===== config.mk =====
export PLATFORM = sky130hd
export DESIGN_NAME = time_hex_display
export DESIGN_NICKNAME = d
export VERILOG_FILES = /design/src/rtl/time_hex_display.sv
export SDC_FILE = /design/constraint.sdc
export NUM_CORES = 1
export LEC_CHECK = 0
export ABC_AREA = 1
export BUFFER_PORTS_ARGS = -buffer_cell sky130_fd_sc_hd__buf_2
export CAP_MARGIN = 30
export CORE_MARGIN = 10
export CORE_UTILIZATION = 40
export CTS_CLUSTER_SIZE = 8
export DETAILED_ROUTE_END_ITERATION = 8
export HOLD_SLACK_MARGIN = 0.06
export PLACE_DENSITY = 0.68
export SLEW_MARGIN = 20
export SYNTH_ARGS = -nofsm -noshare
export SYNTH_HDL_FRONTEND = slang
export SYNTH_SLANG_ARGS = --single-unit

===== constraint.sdc =====
create_clock -name clk -period 5.1 [get_ports clk]
set_input_delay 1.02 -clock clk [delete_from_list [all_inputs] [get_ports clk]]
set_output_delay 1.02 -clock clk [all_outputs]
set_load 0.02 [all_outputs]

===== src/rtl/time_hex_display.sv =====
// Purpose : selects running time or alarm setting, converts each binary field to BCD
//           (shift-add-3) and drives six active-low 7-segment digits, blinking while alarm=1.
// Latency : 29 rising edges from the sampling edge to the HEX change; busy high for 28 cycles.
// Backpressure: none; inputs that change mid-conversion are picked up in IDLE after UPDATE.
//
// Ports:
//   clk, reset (async, active-low)
//   sec/min/hr, secA/minA/hrA : binary time fields (8 bits each)
//   show_alarm : 1 = display alarm triple, 0 = running time
//   alarm      : alarm sounding, enables whole-display blink
//   busy       : conversion in progress
//   HEX0..HEX5 : sec ones/tens, min ones/tens, hr ones/tens (bit0=a .. bit6=g, active-low)
module time_hex_display #(
  parameter int BLINK_DIV = 25_000_000
) (
  input  logic       clk,
  input  logic       reset,
  input  logic [7:0] sec,
  input  logic [7:0] min,
  input  logic [7:0] hr,
  input  logic [7:0] secA,
  input  logic [7:0] minA,
  input  logic [7:0] hrA,
  input  logic       show_alarm,
  input  logic       alarm,
  output logic       busy,
  output logic [6:0] HEX0,
  output logic [6:0] HEX1,
  output logic [6:0] HEX2,
  output logic [6:0] HEX3,
  output logic [6:0] HEX4,
  output logic [6:0] HEX5
);

  localparam logic [6:0] SEG_ZERO  = 7'b1000000;
  localparam logic [6:0] SEG_DASH  = 7'b0111111;
  localparam logic [6:0] SEG_BLANK = 7'b1111111;
  localparam int CW = (BLINK_DIV > 1) ? $clog2(BLINK_DIV) : 1;

  typedef enum logic [1:0] {IDLE, SHIFT, STORE, UPDATE} state_t;

  state_t           state_q, state_d;
  logic [23:0]      sel_triple;   // {hr, min, sec} of the selected source
  logic [23:0]      snap_q;
  logic [23:0]      last_q;
  logic [1:0]       field_q;      // 0 = sec, 1 = min, 2 = hr
  logic [2:0]       iter_q;
  logic [15:0]      shreg_q;      // {tens, ones, bin}; hundreds are never displayed
  logic [15:0]      shift_d;
  logic [3:0]       adj_ones, adj_tens;
  logic [7:0]       cur_val, nxt_val;
  logic [5:0][6:0]  pend_q;
  logic [5:0][6:0]  disp_q;
  logic [CW-1:0]    blink_cnt_q;
  logic             blank_q;      // 1 = off phase of the blink

  function automatic logic [6:0] seg7(input logic [3:0] d);
    case (d)
      4'd0:    seg7 = 7'b1000000;
      4'd1:    seg7 = 7'b1111001;
      4'd2:    seg7 = 7'b0100100;
      4'd3:    seg7 = 7'b0110000;
      4'd4:    seg7 = 7'b0011001;
      4'd5:    seg7 = 7'b0010010;
      4'd6:    seg7 = 7'b0000010;
      4'd7:    seg7 = 7'b1111000;
      4'd8:    seg7 = 7'b0000000;
      4'd9:    seg7 = 7'b0010000;
      default: seg7 = SEG_BLANK;
    endcase
  endfunction

  assign sel_triple = show_alarm ? {hrA, minA, secA} : {hr, min, sec};

  always_comb begin
    cur_val = snap_q[7:0];
    nxt_val = 8'd0;
    case (field_q)
      2'd0: begin cur_val = snap_q[7:0];   nxt_val = snap_q[15:8];  end
      2'd1: begin cur_val = snap_q[15:8];  nxt_val = snap_q[23:16]; end
      2'd2: begin cur_val = snap_q[23:16]; nxt_val = 8'd0;          end
      default: begin cur_val = 8'd0;       nxt_val = 8'd0;          end
    endcase
  end

  // Shift-add-3 step; the hundreds digit falls off the top, values >99 show dashes anyway.
  always_comb begin
    adj_ones = shreg_q[11:8];
    adj_tens = shreg_q[15:12];
    if (shreg_q[11:8]  >= 4'd5) adj_ones = shreg_q[11:8]  + 4'd3;
    if (shreg_q[15:12] >= 4'd5) adj_tens = shreg_q[15:12] + 4'd3;
    shift_d = {adj_tens, adj_ones, shreg_q[7:0]} << 1;
  end

  always_ff @(posedge clk or negedge reset) begin
    if (!reset) state_q <= IDLE;
    else        state_q <= state_d;
  end

  always_comb begin
    state_d = state_q;
    case (state_q)
      IDLE:    if (sel_triple != last_q) state_d = SHIFT;
      SHIFT:   if (iter_q == 3'd7)       state_d = STORE;
      STORE:   state_d = (field_q == 2'd2) ? UPDATE : SHIFT;
      UPDATE:  state_d = IDLE;
      default: state_d = IDLE;
    endcase
  end

  always_ff @(posedge clk or negedge reset) begin
    if (!reset) begin
      snap_q  <= '0;
      last_q  <= '0;
      field_q <= '0;
      iter_q  <= '0;
      shreg_q <= '0;
      busy    <= 1'b0;
      pend_q  <= {6{SEG_ZERO}};
      disp_q  <= {6{SEG_ZERO}};
    end else begin
      case (state_q)
        IDLE: begin
          if (sel_triple != last_q) begin
            snap_q  <= sel_triple;
            last_q  <= sel_triple;
            field_q <= 2'd0;
            iter_q  <= 3'd0;
            shreg_q <= {8'd0, sel_triple[7:0]};
            busy    <= 1'b1;
          end
        end
        SHIFT: begin
          shreg_q <= shift_d;
          iter_q  <= iter_q + 3'd1;   // wraps to 0, ready for the next field
        end
        STORE: begin
          if (cur_val > 8'd99) begin
            pend_q[{field_q, 1'b1}] <= SEG_DASH;
            pend_q[{field_q, 1'b0}] <= SEG_DASH;
          end else begin
            pend_q[{field_q, 1'b1}] <= seg7(shreg_q[15:12]);
            pend_q[{field_q, 1'b0}] <= seg7(shreg_q[11:8]);
          end
          field_q <= field_q + 2'd1;
          shreg_q <= {8'd0, nxt_val};
        end
        UPDATE: begin
          disp_q <= pend_q;
          busy   <= 1'b0;
        end
        default: ;
      endcase
    end
  end

  always_ff @(posedge clk or negedge reset) begin
    if (!reset) begin
      blink_cnt_q <= '0;
      blank_q     <= 1'b0;
    end else if (alarm) begin
      if (blink_cnt_q == CW'(BLINK_DIV - 1)) begin
        blink_cnt_q <= '0;
        blank_q     <= ~blank_q;
      end else begin
        blink_cnt_q <= blink_cnt_q + CW'(1);
      end
    end else begin
      blink_cnt_q <= '0;
      blank_q     <= 1'b0;
    end
  end

  assign HEX0 = blank_q ? SEG_BLANK : disp_q[0];
  assign HEX1 = blank_q ? SEG_BLANK : disp_q[1];
  assign HEX2 = blank_q ? SEG_BLANK : disp_q[2];
  assign HEX3 = blank_q ? SEG_BLANK : disp_q[3];
  assign HEX4 = blank_q ? SEG_BLANK : disp_q[4];
  assign HEX5 = blank_q ? SEG_BLANK : disp_q[5];

endmodule


After elaboration in Yosys (flattened, before gate mapping)

Memories as Yosys holds them, arrays and structs flattened.
Index checks and enable logic that the tools add are counted.

Register bits: 158
Bits in read-only memories: 224
Input bits: 52
Output and inout port bits: 43
Word-level logic and storage cells: 104
Memories: 2

Add/subtract/negate cells: 5
Magnitude comparators: 7
Equal/unequal tests: 11
Multiplexer cells: 38
Bitwise gates (word level): 7
Reductions and logical operators: 14

Memory list:

| memory          | words | bits a word | rd ports | clocked after memory_dff | write ports | RTL line | source |
|---|---|---|---|---|---|---|---|
| (no name shown) | 16    | 7           | 1        | 0                        | 0           | 58       | `case (d)` |
| (no name shown) | 16    | 7           | 1        | 0                        | 0           | 58       |  |

Operators with widths:

| cell                    | number |
|---|---|
| $bwmux W42              | 2 |
| $mux W7                 | 12 |
| $mux W25                | 2 |
| $pmux W16 S3            | 1 |
| $mux W42                | 1 |
| $or A36 B30 Y36         | 1 |
| $or A36 B36 Y36         | 1 |
| $demux W7 S2            | 2 |
| $add A25 B1 Y25 const B | 1 |
| $eq A25 B25 Y1 const B  | 1 |
| $mux W24                | 1 |
| $ne A24 B24 Y1          | 1 |
| $pmux W8 S3             | 1 |
| $mux W16                | 1 |
| $pmux W8 S2             | 1 |
| $and A6 B6 Y6           | 2 |
| $reduce_and A2 Y1       | 6 |
| $ge A4 B3 Y1 const B    | 2 |
| $gt A8 B7 Y1 const B    | 1 |
| $lt A3 B4 Y1 const B    | 2 |
| $mux W2                 | 4 |
| $pmux W2 S4             | 1 |
| $eq A2 B2 Y1 const B    | 3 |
| $ge A3 B1 Y1 const B    | 2 |
| 21 further kinds        | 30 |

Depth between registers and ports, before layout

Word-level depth: 8
Gate-level depth with buffers: 15
Mapped depth without buffers: 13

Least setup slack after synthesis

No wires, ideal clock.

Path kind: input to register
From: in show_alarm
To: reg last_q[19]
Setup time: 0.117 ns
Arrival: 2.290 ns
Slack: 2.694 ns
Cell stages on the path: 13
Path through: buf_6 buf_8 nand2_1 nand2_1 xor2_1 nor2_1 nand2_1 nor2_1 nand2_2 buf_6 buf_8 nand3_1 nand2_1

Word-level cells in the longest chain between the ends: 3

Ends and longest elaborated chain:

| item                               | RTL line | source |
|---|---|---|
| start: declaration                 | 24       | `input logic show_alarm,` |
| $mux W24 *                         | 73       | `assign sel_triple = show_alarm ? {hrA, minA, secA} : {hr, min, sec};` |
| $ne A24 B24 Y1                     | 124      | `if (sel_triple != last_q) begin` |
| $reduce_and A2 Y1 (no source line) | n/a      |  |
| end signal: assignment             | 126      | `last_q <= sel_triple;` |
| end: declaration                   | 45       | `logic [23:0] last_q;` |

Mark *: on every way between the ends. The rest lies on a longest branch, timed or not.
A chain may end at the register's enable or synchronous reset.

Worst setup path in the final report

From: in show_alarm
To: reg shreg_q[11]

Word-level cells in the longest chain between the ends: 4

Ends and longest elaborated chain:

| item                               | RTL line | source |
|---|---|---|
| $mux W24                           | 73       |  |
| $ne A24 B24 Y1                     | 124      |  |
| $ne A2 B2 Y1 (no source line)      | n/a      |  |
| $reduce_and A2 Y1 (no source line) | n/a      |  |
| end signal: assignment             | 129      | `shreg_q <= {8'd0, sel_triple[7:0]};` |
| end signal: assignment             | 134      | `shreg_q <= shift_d;` |
| end signal: assignment             | 146      | `shreg_q <= {8'd0, nxt_val};` |
| end: declaration                   | 48       | `logic [15:0] shreg_q;` |

No other way between the ends.

==> impl_metrics.py <==
metrics = {
    "timing": {
        "drv_slew": 0,
        "finClkSkew_ns": 0.01380,
        "fin_crit_ns": 3.301,
        "worstMarginPinSlew_ns": 0.8922,
        "finalCritPeriodShare": 0.6473,
        "setup_viol_count_final": 0,
        "setup_tns_ns": 0,
        "hold_viol": 0,
        "timing.fmax_mhz": 302.9,
        "max_slew_margin": 0.4052,
        "rsz0062_at_grt": "false",
    },
    "synthesis": {
        "syn_area_per_cell_um2": 7.415,
        "synthesis.area_um2": 8861,
        "ys_ff_latch": 158,
        "synth_top_area_cell": "dfrtp_1",
        "synth.most_common_cell": "nand2_1",
        "ys_types": 41,
        "synth_area_leaders": "dfrtp_1 41%, nand2_1 16%, inv_1 6.9%",
        "synth_top_area_share": 0.4123,
        "synth_edf_count": 0,
        "ys_warn_count": 0,
        "synth_ff_type": "dfrtp_1",
        "async_flop_share": 1.000,
        "syn_inst": 1195,
        "ys_seq_area_frac": 0.4479,
        "synth_common_cells": "381 x nand2_1, 163 x inv_1, 146 x dfrtp_1, 105 x nand3_1, 81 x o21ai_0",
        "synth_fp_nets": 1272,
    },
    "clock_network": {
        "cts_buffer_depth": 2,
        "cts_root_buf": "clkbuf_16",
        "clkSinkCount": 158,
        "h-tree-depth": 4,
        "cts_resized": 0,
        "cts_made_buffers": 17,
        "postCtsSetupRepairBufs": 0,
        "insertion_delay_ns": 0.43,
        "cts_tree": "built",
        "cts_hold_buf": 0,
        "clk_pin_slew_ns": 0.06,
    },
    "cells_and_area": {
        "layout.nets": 1343,
        "final_cells": 1559,
        "drive_above_1_share": 0.1493,
        "diodes": 0,
        "multi_input_area_um2": 3960,
        "n_fill_cell": 2162,
        "syn_to_final_growth_pct": 14.13,
        "seq_area_um2": 3969,
        "fin_util": 0.4634,
    },
    "detailed_routing": {
        "vias": 7653,
        "drc_errors": 0,
        "wl_per_cell_um": 13.57,
        "ant_nets": 0,
        "wl_mm": 21.16,
        "firstDrtPassIters": 5,
        "avgViaCountPerCell": 4.909,
        "drt_iter0_drc": 617,
    },
    "place": {
        "placed_cells": 1526,
        "dpl.hpwl_mm": 15.05,
        "gp_congestion": 0.8745,
        "port_buffers": 94,
    },
    "die": {
        "fp.dieH_um": 168.8,
        "initial_utilization": 0.4060,
        "pin_count": 95,
        "placementRows": 54,
        "core-area_um2": 21820,
        "dieArea_um2": 28510,
        "die_w_um": 168.8,
    },
    "setup_path": {
        "rr_worst_depth": 13,
        "reg2reg_slack_ns": 2.19,
        "cp-end-kind": "flip-flop",
        "setup.worst_path.class": "input pin to flip-flop",
        "crit_arrival_ns": 3.66,
        "cp_max_fo": 52,
        "required_ns": 5.46,
        "crit_path_start_kind": "input pin",
    },
    "global_route": {
        "grt_pass1_vias": 7516,
        "gr-usage-all-layers": 0.1513,
        "antenna_found_initial": 0,
        "grt_pass1_wl_mm": 36.67,
        "overflow": 0,
        "grt_max_degree": 95,
    },
    "run_status": {
        "status": "complete, no violations",
    },
    "worst_hold_path": {
        "worstHoldPathType": "flip-flop to flip-flop",
        "hold_path_depth": 1,
    },
    "run": {
        "maxCapViolCount": 0,
    },
    "power_and_ir_drop": {
        "power_uw": 5720,
        "vdd_ir_drop_max_mv": 0.2741,
        "power_density_nw_per_um2": 565.6,
        "p_leak_uw": 0.005240,
    },
}
==> metal layers <==
metal	up-vias	GRT usage	wire (um)
met1	3560	0.2046	10450
li1	3923	-	-
met4	0	0.03747	231
met5	-	0	0
met2	152	0.2381	9557
met3	18	0.03636	920
==> cells in the final DEF, fill, tap and decap left out, drive strengths merged, types with 18 or more instances in the layout <==
cell,n
nand4,33
or2,28
nand2,395
a21oi,24
o21ai,82
clkbuf,18
inv,168
nor2,56
dfrtp,146
nor3,22
nand3,106
buf,102
ha,25
==> cells by family (layout without fill, tap and decap cells) <==
group | after synthesis | count (layout) | synth area share
AND/OR/NAND/NOR | 654 | 654 | 0.3232
AO/OA/AOI/OAI | 129 | 129 | 0.07823
flip-flops | 158 | 158 | 0.4479
buffers and inverters | 219 | 303 | 0.1055
XOR/XNOR | 10 | 10 | 0.009884
adder cells (fa/ha/maj) | 25 | 25 | 0.03530
==> where the power goes <==
part / internal, uW / switching [uW] / total [uW]
logic: 762 / 1570 / 2330
registers: 1760 / 279 / 2040
clock network: 792 / 558 / 1350
==> registers in the layout (all words and copies together), names as in the netlist <==
signal / cells
last_q: 24
field_q: 2
busy: 1
iter_q: 3
disp_q: 42
state_q: 2
pend_q: 42
shreg_q: 16
blink_cnt_q: 25
blank_q: 1
==> worst max-delay path, cell delays in order <==
cell and delay, ns:
buf_2 0.43, inv_2 0.31, nand2_1 0.19, nand3_1 0.08, nand2_1 0.07, nand2_1 0.05, nor2_1 0.15, nand2_1 0.09
nor2_2 0.18, nand2_2 0.30, nand2_4 0.52, nand3_1 0.16, nand2_1 0.09
==> final timing paths <==
path                                          start                        to
setup reg to reg             field_q[0]$_DFFE_PN0P_    pend_q[28]$_DFFE_PN0P_
setup / recovery                         show_alarm   shreg_q[11]$_DFFE_PN0P_
max in group asynchronous                     reset    disp_q[20]$_DFFE_PN1P_
min in group asynchronous                     reset    disp_q[22]$_DFFE_PN0P_
hold / removal             blink_cnt_q[0]$_DFF_PN0_  blink_cnt_q[0]$_DFF_PN0_
hold reg to reg            blink_cnt_q[0]$_DFF_PN0_  blink_cnt_q[0]$_DFF_PN0_
==> stage by stage <==
step / setup WS (ns) / hold slack [ns] / cell area, um^2
5_1_grt: 1.420 / 0.4828 / 10110
6_report: 1.799 / 0.4681 / 10110
3_3_place_gp: 1.445 / 0.4523 / 9435
4_1_cts: 1.773 / 0.4700 / 10090
3_5_place_dp: 1.328 / 0.4609 / 9450
2_1_floorplan: 2.694 / 0.4326 / 8861
==> final cells by class <==
type                       instances  share of cell area
sequential                       158              0.3924
inverter                         169             0.06272
clock buffer                      18             0.04243
timing repair buffer             102             0.05580
tap                              280             0.03464
clock inverter                    14             0.02041
multi-input combinational        818              0.3916
Power figures use the tool's default switching activity.
